**src/rtl/wave_capture_if.sv**
```systemverilog
// wave_capture_if
//   Groups the sample input stream, the display-idle hint and the display
//   RAM write port of wave_capture into one bundle.
//
//   Signals
//     new_sample         one-cycle strobe, sample valid in that cycle
//     sample             signed 16-bit audio sample
//     wave_display_idle  display is outside its wave region (safe to swap)
//     write_address      {~read_index, offset[7:0]}
//     write_sample       offset-binary top byte of the sample
//     write_enable       single-cycle RAM write strobe
//     read_index         RAM half currently shown by the display
//
//   Modports
//     master  drives the sample stream and idle hint, observes the RAM port
//     slave   the capture block itself
interface wave_capture_if;
  logic              new_sample;
  logic signed [15:0] sample;
  logic              wave_display_idle;
  logic [8:0]        write_address;
  logic [7:0]        write_sample;
  logic              write_enable;
  logic              read_index;

  modport master (
    output new_sample, sample, wave_display_idle,
    input  write_address, write_sample, write_enable, read_index
  );

  modport slave (
    input  new_sample, sample, wave_display_idle,
    output write_address, write_sample, write_enable, read_index
  );
endinterface

```
**src/rtl/wave_capture.sv**
```systemverilog
// wave_capture
//   Triggered oscilloscope capture into a double-buffered (2 x 256 entry)
//   display RAM. A capture starts on a positive zero crossing of the signed
//   sample stream, stores 256 consecutive samples into the half the display
//   is not reading, then waits for the display to go idle before swapping
//   halves and re-arming.
//
//   Ports
//     clk    system clock, all registers on its rising edge
//     reset  asynchronous, active-high
//     bus    wave_capture_if.slave (sample stream in, RAM write port out)
module wave_capture (
  input  logic           clk,
  input  logic           reset,
  wave_capture_if.slave  bus
);

  localparam int DATA_W = 16;
  localparam int OFFS_W = 8;
  localparam int ADDR_W = OFFS_W + 1;

  typedef enum logic [1:0] {
    ARMED  = 2'd0,
    ACTIVE = 2'd1,
    WAIT   = 2'd2
  } state_t;

  state_t                    state;
  logic [OFFS_W-1:0]         offset;
  logic signed [DATA_W-1:0]  prev_sample;
  logic                      read_index_q;

  logic                      wr_vld_p1;
  logic [ADDR_W-1:0]         wr_addr_p1;
  logic [7:0]                wr_data_p1;

  logic                      crossing;
  logic                      accept;
  logic [OFFS_W-1:0]         wr_offset;

  // Offset-binary byte from the sample's top byte: flipping the sign bit
  // maps -32768..32767 onto 0x00..0xFF so the display can treat it as an
  // unsigned vertical position.
  function automatic logic [7:0] to_offset_binary(input logic [7:0] msb);
    return {~msb[7], msb[6:0]};
  endfunction

  // prev_sample is the value before this cycle's update, so a crossing
  // compares the previous accepted sample with the one arriving now.
  assign crossing = bus.new_sample && (prev_sample < 16'sd0) && !bus.sample[DATA_W-1];

  always_comb begin
    accept    = 1'b0;
    wr_offset = offset;
    case (state)
      ARMED: begin
        accept    = crossing;
        wr_offset = '0;
      end
      ACTIVE: begin
        accept    = bus.new_sample;
      end
      default: begin
        accept    = 1'b0;
      end
    endcase
  end

  // ---- p0 -> p1: accept sample, register RAM write and advance FSM ----
  always_ff @(posedge clk or posedge reset) begin
    if (reset) begin
      state        <= ARMED;
      offset       <= '0;
      prev_sample  <= '0;
      read_index_q <= 1'b0;
      wr_vld_p1    <= 1'b0;
      wr_addr_p1   <= '0;
      wr_data_p1   <= '0;
    end else begin
      wr_vld_p1 <= accept;

      if (bus.new_sample) begin
        prev_sample <= bus.sample;
      end

      // Address and data only move on an accepted sample and otherwise hold.
      if (accept) begin
        wr_addr_p1 <= {~read_index_q, wr_offset};
        wr_data_p1 <= to_offset_binary(bus.sample[DATA_W-1:DATA_W-8]);
        offset     <= wr_offset + 8'd1;
      end

      case (state)
        ARMED: begin
          if (crossing) begin
            state <= ACTIVE;
          end
        end
        ACTIVE: begin
          // offset wraps 255 -> 0 through the increment above.
          if (bus.new_sample && (offset == 8'hFF)) begin
            state <= WAIT;
          end
        end
        WAIT: begin
          if (bus.wave_display_idle) begin
            read_index_q <= ~read_index_q;
            state        <= ARMED;
          end
        end
        default: begin
          state <= ARMED;
        end
      endcase
    end
  end

  assign bus.write_enable  = wr_vld_p1;
  assign bus.write_address = wr_addr_p1;
  assign bus.write_sample  = wr_data_p1;
  assign bus.read_index    = read_index_q;

endmodule

```
**src/flat_wrapper.sv**
```systemverilog
// flat-port wrapper written by rule: the top's interface ports become plain ports
module wave_capture_flat 
  (clk, reset, bus_new_sample, bus_sample, bus_wave_display_idle, bus_write_address, bus_write_sample, bus_write_enable, bus_read_index);
  wave_capture_if bus_i ();
  input  logic clk;
  input  logic reset;
  input wire logic [$bits(bus_i.new_sample)-1:0] bus_new_sample;
  input wire logic [$bits(bus_i.sample)-1:0] bus_sample;
  input wire logic [$bits(bus_i.wave_display_idle)-1:0] bus_wave_display_idle;
  output wire logic [$bits(bus_i.write_address)-1:0] bus_write_address;
  output wire logic [$bits(bus_i.write_sample)-1:0] bus_write_sample;
  output wire logic [$bits(bus_i.write_enable)-1:0] bus_write_enable;
  output wire logic [$bits(bus_i.read_index)-1:0] bus_read_index;
  assign bus_i.new_sample = bus_new_sample;
  assign bus_i.sample = bus_sample;
  assign bus_i.wave_display_idle = bus_wave_display_idle;
  assign bus_write_address = bus_i.write_address;
  assign bus_write_sample = bus_i.write_sample;
  assign bus_write_enable = bus_i.write_enable;
  assign bus_read_index = bus_i.read_index;
  wave_capture u_core (.clk(clk), .reset(reset), .bus(bus_i));
endmodule
```
**config.mk**
```make
export PLATFORM = sky130hd
export DESIGN_NAME = wave_capture_flat
export DESIGN_NICKNAME = d
export VERILOG_FILES = /design/src/rtl/wave_capture_if.sv /design/src/rtl/wave_capture.sv /design/src/flat_wrapper.sv
export SDC_FILE = /design/constraint.sdc
export NUM_CORES = 1
export LEC_CHECK = 0
export BUFFER_PORTS_ARGS = -buffer_cell sky130_fd_sc_hd__buf_2
export CAP_MARGIN = 20
export CORE_UTILIZATION = 45
export CTS_BUF_LIST = sky130_fd_sc_hd__clkbuf_2 sky130_fd_sc_hd__clkbuf_4 sky130_fd_sc_hd__clkbuf_8
export DETAILED_ROUTE_END_ITERATION = 12
export PLACE_DENSITY = 0.71
export SKIP_CTS_REPAIR_TIMING = 1
export SYNTH_ARGS = -nofsm -noshare
export SYNTH_HDL_FRONTEND = slang
export SYNTH_SLANG_ARGS = --single-unit
```
**constraint.sdc**
```tcl
create_clock -name clk -period 4 [get_ports clk]
set_input_delay 0.6 -clock clk [delete_from_list [all_inputs] [get_ports clk]]
set_output_delay 0.6 -clock clk [all_outputs]
set_load 0.1 [all_outputs]
```
# Yosys cells after proc, flatten, opt, wreduce, memory -nomap -nowiden

Index checks and enable logic that the tools add are counted.

Register bits: 45
Input bits: 20
Output and inout bits: 19
Word-level logic and storage cells: 30

Add/subtract/negate cells: 1
Order comparisons: 1
Equality and inequality tests: 6
Mux-type cells: 6
Bitwise logic cells: 2
Reduce and logical (&&, ||, !) cells: 7

Operator list:

| cell                                                                     | number |
|---|---|
| 16-bit by 1-bit < comparator with 1-bit output (second input constant)   | 1 |
| 8-bit by 1-bit adder with 8-bit output (second input constant)           | 1 |
| 8-bit equality test (second input constant)                              | 1 |
| 8-bit 2-to-1 mux                                                         | 1 |
| 2-bit 2-to-1 mux                                                         | 3 |
| 2-bit one-hot mux with 3 select lines                                    | 1 |
| 2-bit by 1-bit inequality test with 1-bit output (second input constant) | 2 |
| 1-bit logical AND                                                        | 3 |
| 3-bit AND reduction                                                      | 1 |
| 2-bit by 1-bit equality test with 1-bit output (second input constant)   | 1 |
| 2-bit equality test (second input constant)                              | 1 |
| 2-bit logical NOT                                                        | 1 |
| 2-bit inequality test (second input constant)                            | 1 |
| 1-bit inverter                                                           | 2 |
| 1-bit one-hot mux with 2 select lines                                    | 1 |
| 2-bit AND reduction                                                      | 1 |
| 1-bit logical NOT                                                        | 1 |

# Longest topological paths before layout

Gate-level depths: netlist (run 1).

Word-level depth: 5
Mapped depth: 7
Mapped depth without buffers: 6

# Worst setup path before layout (run 1)

Ideal clock, no wire load.

Path type: reg-to-reg
Start: reg u_core.state[0]
End: reg u_core.offset[4]
Setup time: 0.121 ns
Data arrival time: 1.507 ns
Required time: 3.879 ns
Setup slack: 2.372 ns
Cell stages (with the launch flop): 8
Buffers on the path: 1
Period minus slack after synthesis: 1.628 ns
Cell sequence: dfrtp_1 buf_4 nor2_1 nor2b_1 ha_1 and3_1 nor2b_1 a22o_1

Word-level cells in the longest chain between the ends: 3
Elaborated cells between the ends (all ways): 5
Classes of those cells: 1 x add/sub; 1 x eq/ne; 2 x mux; 1 x reduce/logical

Ends and longest elaborated chain:

| what                                   | line                | source |
|---|---|---|
| from (decl)                            | wave_capture.sv:28  | `state_t state;` |
| from (signal assigned)                 | wave_capture.sv:72  | `state <= ARMED;` |
| from (signal assigned)                 | wave_capture.sv:96  | `state <= ACTIVE;` |
| from (signal assigned)                 | wave_capture.sv:102 | `state <= WAIT;` |
| 2-bit logical NOT                      | wave_capture.sv:55  | `case (state)` |
| 8-bit 2-to-1 mux                       | wave_capture.sv:55  |  |
| via u_core.wr_offset[0]                | wave_capture.sv:39  | `logic [OFFS_W-1:0] wr_offset;` |
| 8-bit by 1-bit adder with 8-bit output | wave_capture.sv:90  | `offset <= wr_offset + 8'd1;` |
| to (signal assigned)                   | wave_capture.sv:90  |  |
| to (decl)                              | wave_capture.sv:29  | `logic [OFFS_W-1:0] offset;` |

The timed path passes the listed nets, and every way through them passes these cells.
A chain may end at the register's enable or synchronous reset.

# Final worst setup path (run 1)

Start: reg u_core.state[0]
End: reg u_core.offset[6]

Same word-level chain as after synthesis.

==> results of run 1 <==
[per-layer routing]
metal / vias up / wire length, um
li1: 445 / -
met1: 460 / 1110
met2: 25 / 1110
met3: 2 / 121
met4: 0 / 24
met5: - / 0
[cells by family (layout without fill, tap and decap cells)]
logic type | after synthesis | after routing | synth area share
muxes | 11 | 11 | 0.105
DFF | 30 | 30 | 0.560
AOI/OAI and AO/OA | 23 | 23 | 0.138
and+or+nand+nor | 24 | 24 | 0.121
buffers and inverters | 10 | 45 | 0.0402
adders and majority gates | 1 | 1 | 0.00934
xor gates and xnor gates | 4 | 4 | 0.0261
[final timing paths]
kind / from / to / slack, ns / cells after the start
max in group asynchronous: reset / u_core.bus.read_index / 3.35 / 3
max: u_core.state[0] / u_core.offset[6] / 2.17 / 6
min in group clk: bus_wave_display_idle / u_core.state[1] / 0.47 / 2
min reg2reg: u_core.bus.write_sample[6] / u_core.bus.write_sample[6] / 0.49 / 1
max reg2reg: u_core.state[0] / u_core.offset[6] / 2.17 / 6
min: reset / u_core.bus.write_address[3] / 0.21 / 2
[synth_stat cells]
| cell | instances | area, um^2 |
|---|---|---|
| dfrtp_1 | 30 | 751 |
| a22o_1 | 8 | 70.1 |
| inv_1 | 5 | 18.8 |
| mux2_4 | 5 | 75.1 |
| nor2b_1 | 4 | 25.0 |
| mux2_1 | 3 | 33.8 |
| nand3_1 | 3 | 15.0 |
| nor3_1 | 3 | 15.0 |
| o21ai_1 | 3 | 15.0 |
| and3_1 | 2 | 12.5 |
| buf_2 | 2 | 10.0 |
| mux2i_1 | 2 | 20.0 |
| nand2_1 | 2 | 7.51 |
| nand4bb_1 | 2 | 22.5 |
| nor2_1 | 2 | 7.51 |
| o21ai_0 | 2 | 10.0 |
| xnor2_1 | 2 | 17.5 |
| xor2_1 | 2 | 17.5 |
| a211o_1 | 1 | 8.76 |
| a31o_2 | 1 | 8.76 |
| a31oi_1 | 1 | 6.26 |
| a41oi_1 | 1 | 8.76 |
| and3b_1 | 1 | 8.76 |
| buf_4 | 1 | 7.51 |
| buf_6 | 1 | 11.3 |
| ha_1 | 1 | 12.5 |
| inv_4 | 1 | 6.26 |
| mux2_2 | 1 | 11.3 |
| nand2b_1 | 1 | 6.26 |
| nand4_1 | 1 | 6.26 |
| nand4b_2 | 1 | 15.0 |
| nor2b_4 | 1 | 13.8 |
| o211ai_1 | 1 | 7.51 |
| o21a_1 | 1 | 7.51 |
| o21ai_4 | 1 | 16.3 |
| o221a_2 | 1 | 11.3 |
| o221ai_1 | 1 | 8.76 |
| o22ai_1 | 1 | 6.26 |
| or4_1 | 1 | 7.51 |
[where the power goes]
part           switching [mW]  internal (mW)
sequential             0.0772          0.376
combinational           0.390          0.121
clock                   0.100          0.129
total                   0.567          0.626
[flip-flops by register name (all words and copies together) (netlist names)]
name / flops
u_core.prev_sample: 1
u_core.bus.write_sample: 8
u_core.bus.read_index: 1
u_core.bus.write_address: 9
u_core.offset: 8
u_core.state: 2
u_core.bus.write_enable: 1
[per-stage QoR]
step           total power, mW  area [um^2]   util  hold slack (ns)
2_1_floorplan            0.884         1340      -            0.482
4_1_cts                   1.20         1610  0.577            0.216
5_1_grt                   1.25         1610  0.577            0.217
3_3_place_gp             0.959         1500  0.539            0.467
3_5_place_dp             0.972         1530  0.549            0.473
6_report                  1.19         1610  0.577            0.213
[area by class of cell]
cell class | count | area, um^2 | share of cell area
Clock inverter | 3 | 40.0 | 0.0249
Sequential cell | 30 | 751 | 0.468
Multi-Input combinational cell | 63 | 536 | 0.334
Tap cell | 31 | 38.8 | 0.0242
Inverter | 6 | 25.0 | 0.0156
Clock buffer | 5 | 37.5 | 0.0234
Timing Repair Buffer | 31 | 178 | 0.111
[layout by cell type (no fill, tap or decap), types with 3 or more instances in the layout]
| master | Yosys | final |
|---|---|---|
| mux2_1 | 3 | 3 |
| clkbuf_4 | 0 | 5 |
| nand3_1 | 3 | 3 |
| buf_2 | 2 | 30 |
| dfrtp_1 | 30 | 30 |
| mux2_4 | 5 | 5 |
| nor2b_1 | 4 | 4 |
| a22o_1 | 8 | 8 |
| nor3_1 | 3 | 3 |
| o21ai_1 | 3 | 3 |
| inv_1 | 5 | 5 |
==> run summary, run 1 <==
CP max FO -> 14
IR drop worst, VDD -> 0.842 mV
worst setup margin -> 2.17 ns
Initial Utilization -> 0.482
mapped cell area -> 1340 um^2
Arrival @ worst endpoint -> 2.03 ns
met3 GRT Util -> 0.0507
RePlAce Congestion -> 0.879
Worst setup EP type -> register
max incr delay on CP -> 0.64 ns
Synth cell types -> 39
cell count after placement -> 161
Hold/Removal Path Class -> primary input to asynchronous set/reset pin
height of the die -> 56.6 um
largest net degree at the start of global routing -> 25
clk buf depth -> 2
clock transition at the registers of the reported paths -> 0.10 ns
Routed WL per cell -> 14.0 um
number of max-cap violations -> 0
Post-Place Setup Slack -> 2.13 ns
CTS root buf -> clkbuf_4
Slew @ Worst Pin -> 0.487 ns
Detailed Route WL -> 2.36 mm
Seq/Total Area, Yosys -> 0.560
Post-route DRC -> 0
family with the most delay on the worst path -> flip-flops
status -> finished clean
total number of vias -> 932
period utilization -> 0.457
synth-to-layout area growth -> 19.8%
crit-path cells -> nor2_1, nor2b_1, ha_1, nand2_1, o221a_2, a211o_1
GRT busiest layer -> met2
Ant. Diodes -> 0
CTS tree -> done
PD cells -> 743 nW/um^2
non-filler cells, final -> 169
Total GRT Usage -> 0.165
Final nets -> 158
Critical Path RT -> 4.20 ns
Die X -> 56.6 um
post-synthesis net count -> 124
CTS Sinks -> 30
CP startpoint kind -> register
die footprint -> 3200 um^2
CP max stage cell -> dfrtp_1
drt pass-1 iters -> 4
GRT met2 Usage -> 0.235
HPWL after DPL -> 1.70 mm
remaining antenna violation count -> 0
GR Util met1 -> 0.227
CORE AREA -> 2780 um^2
I/O pin cnt -> 39
Fill cells -> 238
yosys warns -> 0
setup_tns -> 0 ns
Fin. Hold Viols -> 0
worst clock skew -> 0.0137 ns
Syn Inst Count -> 103
Iteration-0 DRC Markers -> 37
depth of the CTS H-tree -> 2
first-pass GRT wire length -> 3.93 mm
layout cells sized above 1 -> 0.370
RSZ-0062 raised after global routing -> no
grt total ovfl -> 0
clock latency on the worst-skew pair -> 0.32 ns
worst path bufs/invs -> 0
row count -> 19
Tmin final -> 1.83 ns
antenna violations before repair -> 0
Fmax -> 547 MHz
Seq cells post-synth -> 30
I/O Buffers -> 30
vias in the first global route -> 835
Max Slew Vio Count -> 0
Num CTS Buffers -> 5
vias per cell -> 5.51
post-synthesis area per instance -> 13.0 um^2
Final setup viols -> 0
Slew HR -> 0.677
Leak -> 0.805 nW
critical path class -> register to register
Power figures use the tool's default switching activity.
==> run 2, diff against run 1 <==
- PLACE_DENSITY: 0.71 -> 0.74
- clock period: 4 -> 1.45 ns (I/O delays scaled with it)
==> run 2 against run 1 <==
  * Non-clock buffer count is 13 higher
  * Maximum frequency is 29% higher
  * Sequential power grew to 2.6 times the previous value
  * Via count is 7.5% higher
  * Utilization is 3.8 points higher
  * Register-to-register slack worse by 2.1 ns
  * First-iteration DRC count is 73% lower
  * Critical endpoint unchanged
  * Largest cell class unchanged
  * Highest routed layer is now met3
==> run summary, run 2 (synthesis results as in run 1) <==
status -> finished clean
synth-to-layout area growth -> 27.6%
critical path class -> register to register
Max Slew Vio Count -> 0 (unchanged)
worst clock skew -> 0.00529 ns (-0.00845 ns)
non-filler cells, final -> 182 (+7.7%)
Leak -> 0.859 nW (+6.7%)
first-pass GRT wire length -> 4.22 mm (+7.5%)
Final nets -> 171 (+8.2%)
Iteration-0 DRC Markers -> 10 (-73%)
remaining antenna violation count -> 0 (unchanged)
Die X -> 56.6 um (unchanged)
Fmax -> 706 MHz (+29%)
most frequent cells in the layout -> buf_2, dfrtp_1, buf_4
CP startpoint kind -> register
Tmin final -> 1.42 ns (-0.413 ns)
Routed WL per cell -> 13.8 um (-1.2%)
clk buf depth -> 2 (unchanged)
IR drop worst, VDD -> 2.23 mV (+160%)
Arrival @ worst endpoint -> 1.62 ns (-0.41 ns)
die footprint -> 3200 um^2 (unchanged)
Fin. Hold Viols -> 0 (unchanged)
drt pass-1 iters -> 5 (+1)
Initial Utilization -> 0.482 (unchanged)
Fill cells -> 229 (-3.8%)
CTS tree -> done
max reg flops -> 9 (unchanged)
total number of vias -> 1002 (+7.5%)
RSZ-0062 raised after global routing -> yes
cell count after placement -> 171 (+6.2%)
Register Area -> 751 um^2 (unchanged)
clock latency on the worst-skew pair -> 0.31 ns (about the same)
multi-input logic area -> 557 um^2 (+4.0%)
CORE AREA -> 2780 um^2 (unchanged)
I/O Buffers -> 30 (unchanged)
Hold/Removal Path Class -> primary input to register
period utilization -> 0.976 (+0.519)
Final setup viols -> 0 (unchanged)
Total GRT Usage -> 0.172 (+0.00705)
largest net degree at the start of global routing -> 31 (+24%)
Slew @ Worst Pin -> 0.489 ns (+0.00158 ns)
RePlAce Congestion -> 0.817 (-7.1%)
CP max FO -> 9 (-5)
Worst setup EP type -> register
HPWL after DPL -> 1.81 mm (+6.4%)
row count -> 19 (unchanged)
Post-route DRC -> 0 (unchanged)
CTS root buf -> clkbuf_4
vias per cell -> 5.51 (-0.17%)
number of max-cap violations -> 0 (unchanged)
Critical Path RT -> 1.65 ns (-2.55 ns)
Hold WS -> 0.0886 ns (-0.125 ns)
layout cells sized above 1 -> 0.457 (+0.0874)
I/O pin cnt -> 39 (unchanged)
Slew HR -> 0.676 (-0.00105)
Num CTS Buffers -> 5 (unchanged)
Ant. Diodes -> 0 (unchanged)
grt total ovfl -> 0 (unchanged)
clock transition at the registers of the reported paths -> 0.08 ns (-0.02 ns)
antenna violations before repair -> 0 (unchanged)
height of the die -> 56.6 um (unchanged)
depth of the CTS H-tree -> 2 (unchanged)
PD cells -> 1990 nW/um^2 (+170%)
vias in the first global route -> 951 (+14%)
CTS Sinks -> 30 (unchanged)
Detailed Route WL -> 2.51 mm (+6.4%)
-- run 2: cell type report --
type | instances | share of cell area
sequential | 30 | 0.439
multi-input combinational | 63 | 0.326
timing repair buffer | 44 | 0.151
clock buffer | 8 | 0.0461
tap | 31 | 0.0227
inverter | 6 | 0.0161
-- run 2: final timing paths --
kind,from,to,slack [ns],cells past startpoint
setup / recovery,u_core.state[1],u_core.offset[6],0.03,5
hold / removal,bus_wave_display_idle,u_core.state[1],0.09,2
setup reg to reg,u_core.state[1],u_core.offset[6],0.03,5
hold reg to reg,u_core.bus.write_sample[5],u_core.bus.write_sample[5],0.50,1
max in group asynchronous,reset,u_core.offset[6],0.68,4
min in group asynchronous,reset,u_core.bus.write_sample[0],0.50,4
-- run 2: per-stage QoR --
step	setup WS, ns	instance area [um^2]	utilization	power, mW	setup TNS, ns
after global placement	0.0661	1590	0.573	2.76	0
after CTS	0.0300	1670	0.601	3.40	0
after global routing	-0.0264	1710	0.615	3.58	-0.132
final	0.0342	1710	0.615	3.41	0
after detailed placement	0.0384	1590	0.573	2.79	0
after floorplan	-0.0792	1350	-	2.45	-0.141
-- run 2: routing by layer --
metal  track usage  part of all wire  up-vias
li1              -                 -      478
met1         0.221              0.46      507
met2         0.267              0.51       17
met3        0.0714             0.030        0
met4        0.0453                 0        0
met5             0                 0        -
-- run 2: worst max-delay path, stage by stage, from the launching register on --
cell	delay (ns)
dfrtp_1	0.41
buf_4	0.18
nor2b_4	0.16
o21ai_4	0.09
buf_4	0.17
a211o_1	0.29
-- run 2: power by group --
group / internal (mW) / switching [mW]
combinational: 0.447 / 1.21
clock: 0.331 / 0.263
sequential: 1.04 / 0.118
total: 1.82 / 1.59
